==> src/rtl/sort4_loader.sv <==
// Serial-to-parallel feeder for sort4: packs four accepted words into a
// registered group a..d and offers it downstream over a valid/ready handshake.
module sort4_loader #(
  parameter int W = 4
) (
  input  logic         clk,
  input  logic         rst_n,
  input  logic         clr,
  input  logic [W-1:0] in_data,
  input  logic         in_valid,
  output logic         in_ready,
  output logic [W-1:0] a,
  output logic [W-1:0] b,
  output logic [W-1:0] c,
  output logic [W-1:0] d,
  output logic         out_valid,
  input  logic         out_ready,
  output logic [7:0]   grp_cnt
);

  // Operating states are implied by fill and out_valid:
  // state   | meaning
  // EMPTY   | fill=0, out_valid=0
  // PARTIAL | fill=1..3, out_valid=0
  // HELD    | out_valid=1, group waiting for downstream
  // STALL   | fill=3, out_valid=1, out_ready=0 -> input blocked
  localparam logic [1:0] FILL_LAST = 2'd3;

  logic [W-1:0] s0, s1, s2;
  logic [1:0]   fill;
  logic         take;
  logic         load;
  logic         deliver;

  // Only the fourth word can collide with a held group, so only it stalls.
  assign in_ready = (fill != FILL_LAST) || !out_valid || out_ready;
  assign take     = in_valid && in_ready && !clr;
  assign load     = take && (fill == FILL_LAST);
  assign deliver  = out_valid && out_ready;

  always_ff @(posedge clk or negedge rst_n) begin
    if (!rst_n) begin
      fill <= 2'd0;
      s0   <= '0;
      s1   <= '0;
      s2   <= '0;
    end else if (clr) begin
      fill <= 2'd0;
    end else if (take) begin
      case (fill)
        2'd0:    s0 <= in_data;
        2'd1:    s1 <= in_data;
        2'd2:    s2 <= in_data;
        default: ;
      endcase
      fill <= fill + 2'd1;
    end
  end

  always_ff @(posedge clk or negedge rst_n) begin
    if (!rst_n) begin
      a <= '0;
      b <= '0;
      c <= '0;
      d <= '0;
    end else if (load) begin
      a <= s0;
      b <= s1;
      c <= s2;
      d <= in_data;
    end
  end

  // A new group loaded in the delivery cycle keeps out_valid high (no bubble).
  always_ff @(posedge clk or negedge rst_n) begin
    if (!rst_n) begin
      out_valid <= 1'b0;
    end else if (load) begin
      out_valid <= 1'b1;
    end else if (deliver) begin
      out_valid <= 1'b0;
    end
  end

  always_ff @(posedge clk or negedge rst_n) begin
    if (!rst_n) begin
      grp_cnt <= 8'd0;
    end else if (deliver) begin
      grp_cnt <= grp_cnt + 8'd1;
    end
  end

endmodule
==> config.mk <==
export PLATFORM = sky130hd
export DESIGN_NAME = sort4_loader
export DESIGN_NICKNAME = d
export VERILOG_FILES = /design/src/rtl/sort4_loader.sv
export SDC_FILE = /design/constraint.sdc
export NUM_CORES = 1
export LEC_CHECK = 0
export CAP_MARGIN = 0
export CORE_MARGIN = 3
export CORE_UTILIZATION = 40
export DETAILED_ROUTE_END_ITERATION = 10
export PLACE_DENSITY_LB_ADDON = 0.1
export REMOVE_ABC_BUFFERS = 1
export SYNTH_ARGS = -nofsm -noshare
export SYNTH_HDL_FRONTEND = slang
export SYNTH_SLANG_ARGS = --single-unit
==> constraint.sdc <==
create_clock -name clk -period 1.9 [get_ports clk]
set_input_delay 0.38 -clock clk [delete_from_list [all_inputs] [get_ports clk]]
set_output_delay 0.38 -clock clk [all_outputs]
set_load 0.02 [all_outputs]
==> results_dict.tcl <==
set metrics [dict create \
    powerDensity_mw_per_mm2 944 \
    endpoint_kind "flip-flop" \
    cts_resized 2 \
    avgSynthCellArea_um2 15.1 \
    final_nets 173 \
    fp.dieW_um 71.0 \
    numClockSinks 39 \
    place_area_mm2 0.00214 \
    ir_drop_mv 0.478 \
    relSlewSlack 0.676 \
    grt_pass1_wl_um 5020 \
    drive_gt1_frac 0.331 \
    start_kind "flip-flop" \
    timing.reg2reg.setup_slack_ns 0.14 \
    clock_latency_ns 0.29 \
    finalCritPeriodShare 0.929 \
    clockBufferDepth 2 \
    drtIter0Drc 40 \
    p_int_mw 1.61 \
    synth_flop_cell "dfrtp_1" \
    synth_common_cells "39 x dfrtp_1, 15 x mux2_2, 14 x mux2_4, 6 x xnor2_1, 5 x ha_1" \
    hold_path.class "in -> async" \
    synth_edf_count 0 \
    path_clk_slew_ns 0.08 \
    vias 1009 \
    dpl.hpwl_um 2160 \
    cts_root_buf "clkbuf_8" \
    tritoncts "built" \
    core_area_mm2 0.00403 \
    syn2layout_area_growth_pct 33.2 \
    antennaDiodeCount 0 \
    cts_buffers 5 \
    grt_start_max_net_pins 40 \
    synthCells 112 \
    cp_data_arrival_time_ns 1.94 \
    rows 23 \
    grt_pass1_vias 1038 \
    worst_pin_slew_ns 0.486 \
    cp_max_fo 5 \
    post_cts_buffers 0 \
    p_sw_frac 0.241 \
    ys_warn_count 0 \
    finalSetupViolCount 0 \
    fmax_mhz 567 \
    h-tree-depth 2 \
    antenna_found_initial 0 \
    via_per_inst 4.80 \
    crit_type "reg -> reg" \
    switchingPower_mw 0.513 \
    start_util 0.420 \
    cts_hold_buf 0 \
    synth_seq_area_share 0.577 \
    rsz0062_at_grt "no" \
    gp_congestion 0.781 \
    ys_types 23 \
    yosys.area.top_type "dfrtp_1" \
    maxSlewViolCount 0 \
    synth_area_mm2 0.00169 \
    worstPathRequired_ns 2.08 \
    gr-usage-all-layers 0.130 \
    ant_nets 0 \
    die_height_um 71.0 \
    hold_violations 0 \
    die-area_mm2 0.00504 \
    first_pass_iters 4 \
    synth_seq_cells 39 \
    wl_per_cell_um 14.1 \
    final.min_clock_period_ns 1.76 \
    status "finished clean" \
    synthArstFlopShare 1.00 \
    finalClockSkew_ns 0.00576 \
    synth.most_common_cell "dfrtp_1" \
    power_frac_comb 0.182 \
    synth_top_area_frac 0.577 \
    yosys-top-cells-area "dfrtp_1 58%, mux2_4 12%, mux2_2 10%" \
    overflow 0 \
    maxCapViolations 0 \
    sequentialPowerShare 0.482 \
    finalWirelength_um 2960 \
    p_leak_nw 1.05 \
    drcViolationCount 0 \
    ios 35 \
    portBuffers 34 \
    clockPowerShare 0.335 \
    post-place-cells 202 \
    instances_no_fill 210 \
    stdcell_area_mm2 0.00225 \
]
## layout make-up
cell class | count | area [µm²]
clock buffer | 6 | 82.6
clock inverter | 2 | 35.0
fill | 337 | 1780
inverter | 4 | 15.0
multi-input combinational | 65 | 649
sequential | 39 | 976
tap | 50 | 62.6
timing repair buffer | 44 | 430
## sequential cells by signal, indices dropped and copies added (netlist names), 2 cells and up
name,flops
a,4
b,4
c,4
d,4
fill,2
grp_cnt,8
s0,4
s1,4
s2,4
## power groups by stage
stage | Sequential, mW | Clock, mW | Combinational (mW)
global placement | 1.04 | 0 | 0.386
CTS | 1.03 | 0.728 | 0.394
floorplan | 1.09 | 0 | 0.156
detailed placement | 1.04 | 0 | 0.394
finish | 1.02 | 0.712 | 0.388
global route | 1.04 | 0.771 | 0.416
## critical path, cell delays in order, from the launching register on
cell and delay [ns]:
dfrtp_1 0.39, ha_1 0.23, and3b_2 0.23, inv_2 0.05
buf_4 0.12, and3_1 0.31, mux2_4 0.32
## cells in the final DEF (no fill, tap or decap)
| master | instances |
|---|---|
| ha_1 | 5 |
| nand2b_1 | 1 |
| and3_4 | 1 |
| clkinv_2 | 1 |
| mux2_4 | 14 |
| nand2_1 | 4 |
| nor2b_4 | 1 |
| inv_2 | 1 |
| dfrtp_1 | 39 |
| and3b_2 | 1 |
| nand3_1 | 4 |
| xnor2_1 | 6 |
| mux2_2 | 15 |
| clkbuf_2 | 1 |
| nand4_1 | 4 |
| and3_1 | 3 |
| bufinv_16 | 1 |
| a21oi_1 | 2 |
| xor2_1 | 1 |
| buf_2 | 1 |
| buf_4 | 8 |
| buf_12 | 2 |
| o21ai_0 | 2 |
| and2_1 | 1 |
| clkbuf_8 | 6 |
| inv_1 | 3 |
| clkdlybuf4s50_1 | 32 |
## kinds of logic (layout without fill, tap and decap cells)
group / Yosys count / after routing / share of synthesized area
compound gates: 4 / 4 / 0.0118
simple gates: 20 / 20 / 0.0748
buf+inv: 8 / 56 / 0.0385
fa+ha+maj: 5 / 5 / 0.0370
xor+xnor: 7 / 7 / 0.0363
mux: 29 / 29 / 0.224
flops: 39 / 39 / 0.577
## worst paths after layout
kind	to	start	cells past startpoint
worst min register to register	grp_cnt[6]$_DFFE_PN0P_	grp_cnt[6]$_DFFE_PN0P_	1
min in group clk	grp_cnt[6]$_DFFE_PN0P_	grp_cnt[6]$_DFFE_PN0P_	1
worst max register to register	s1[1]$_DFFE_PN0P_	fill[0]$_DFFE_PN0P_	6
worst max-delay path	s1[1]$_DFFE_PN0P_	fill[0]$_DFFE_PN0P_	6
max in group asynchronous	d[1]$_DFFE_PN0P_	rst_n	2
worst min-delay path	c[1]$_DFFE_PN0P_	rst_n	2
## metrics by stage
step	power [mW]	setup WS [ns]	hold WS [ns]	TNS, ns	utilization
after floorplan	1.24	0.208	0.0844	0	-
after CTS	2.15	0.0264	0.147	0	0.560
after global placement	1.42	-0.193	0.457	-0.868	0.531
final	2.12	0.135	0.133	0	0.559
after detailed placement	1.44	-0.187	0.465	-0.849	0.531
after global routing	2.23	0.0751	0.175	0	0.559
## routing by layer
layer	GRT usage	up-vias	share of wire
li1	-	482	-
met1	0.170	498	0.47
met2	0.199	22	0.47
met3	0.0398	7	0.045
met4	0.0564	0	0.022
met5	0	-	0
No activity file was read; power rests on OpenSTA's default activity.
==> edit: new RTL, config.mk and constraints unchanged <==
Change the parameter `W` from 4 to 3.
--- a/src/rtl/sort4_loader.sv
+++ b/src/rtl/sort4_loader.sv
@@ -1,7 +1,7 @@
 // Serial-to-parallel feeder for sort4: packs four accepted words into a
 // registered group a..d and offers it downstream over a valid/ready handshake.
 module sort4_loader #(
-  parameter int W = 4
+  parameter int W = 3
 ) (
   input  logic         clk,
   input  logic         rst_n,
Ports: changed (5 resized); port bits go from 35 to 30. No check against the original RTL was run, so the function may have changed too.
==> edit against the unedited design <==
Final cell count is 13% lower. Global-route usage is essentially flat. Design area fell by 19%. Total power decreased by 28%. Sequential cell count fell by 7. Non-clock buffer count is 8 lower. Wire length down 21%. Setup slack got worse by 0.010 ns. Synthesized area shrank 17%. Highest routed layer unchanged. Die area down 16%.
==> edit: results (changes against the unedited design) <==
[run_status]
outcome = finished, final reports clean

[timing]
fin_skew_ns = 0.007303  ; +0.001548 ns
finalCritPeriodShare = 0.9342  ; +0.005316

[detailed_routing]
met3_length_microns = 133  ; +0.76%
wl_microns = 2341  ; -21%
drt_iter0_markers = 14  ; -65%
met1_length_microns = 1073  ; -22%
wl_per_cell_microns = 12.86  ; -8.6%

[clocking]
cts_root_buffer = clkbuf_4
clkTransAtPathRegs_ns = 0.10  ; +0.02 ns
clk_latency_ns = 0.33  ; +0.04 ns

[final_layout]
drive_gt1_frac = 0.3043  ; -0.02690
multi_input_area_sq_um = 559.3  ; -14%
buffer_area_frac = 0.1847  ; -0.006538
nMultiInputCombCells = 58  ; -11%
nets = 150  ; -13%

[place]
dp_cells = 173  ; -14%
dp_slack_ns = -0.1849  ; +0.002155 ns

[global_route]
grt_max_degree = 33  ; -18%
met2_usage = 0.1985  ; -0.0002812

[setup_path]
max_stage_delay_ns = 0.63  ; +0.24 ns
rrSetupSlack_ns = 0.24  ; +0.10 ns
cp_slowest_cell = clkdlybuf4s50_1

[power]
p_leak_nw = 0.8503  ; -19%
ir_drop_v = 0.0004659  ; -2.5%

[logic_synthesis]
syn_inst = 96  ; -14%

==> edit: changes by cell type in the layout (fill, tap and decap cells not counted), sizes merged, moves of 3 or more <==
cell,unedited run,this run
dfrtp,39,32
mux2,29,22
clkdlybuf4s50,32,28
buf,11,8
==> edit: power by group through the flow <==
| stage | sequential (mW) | clock (mW) | combinational (mW) |
|---|---|---|---|
| global route | 0.843 | 0.436 | 0.330 |
| CTS | 0.830 | 0.410 | 0.310 |
| floorplan | 0.883 | 0 | 0.118 |
| detailed placement | 0.843 | 0 | 0.307 |
| finish | 0.827 | 0.397 | 0.305 |
| global placement | 0.838 | 0 | 0.300 |
==> edit: worst max-delay path by stage <==
stage | cells past startpoint | end | start
global route | 1 | grp_cnt[3] | grp_cnt[3]
CTS | 4 | in_ready | fill[1]
finish | 1 | grp_cnt[3] | grp_cnt[3]
detailed placement | 4 | in_ready | out_ready
global placement | 4 | in_ready | out_ready
floorplan | 5 | s1[0] | fill[0]
==> edit: kinds of logic (layout without fill, tap and decap cells) <==
group	after synthesis	after routing	share of synthesized area
AO/OA/AOI/OAI	4	4	0.01430
flip-flops	32	32	0.5719
XOR/XNOR	7	7	0.04379
buffers and inverters	6	48	0.02859
AND/OR/NAND/NOR	20	20	0.09294
adder cells (fa/ha/maj)	5	5	0.04468
multiplexers	22	22	0.2038
==> edit: through the flow <==
stage	hold slack [ns]	util	TNS [ns]	total power [mW]
6_report	0.4364	0.5711	0	1.530
2_1_floorplan	0.08441	-	0	1.000
3_3_place_gp	0.4611	0.5512	-0.1784	1.138
3_5_place_dp	0.4674	0.5512	-0.2500	1.150
5_1_grt	0.4654	0.5711	0	1.609
4_1_cts	0.4483	0.5707	0	1.550
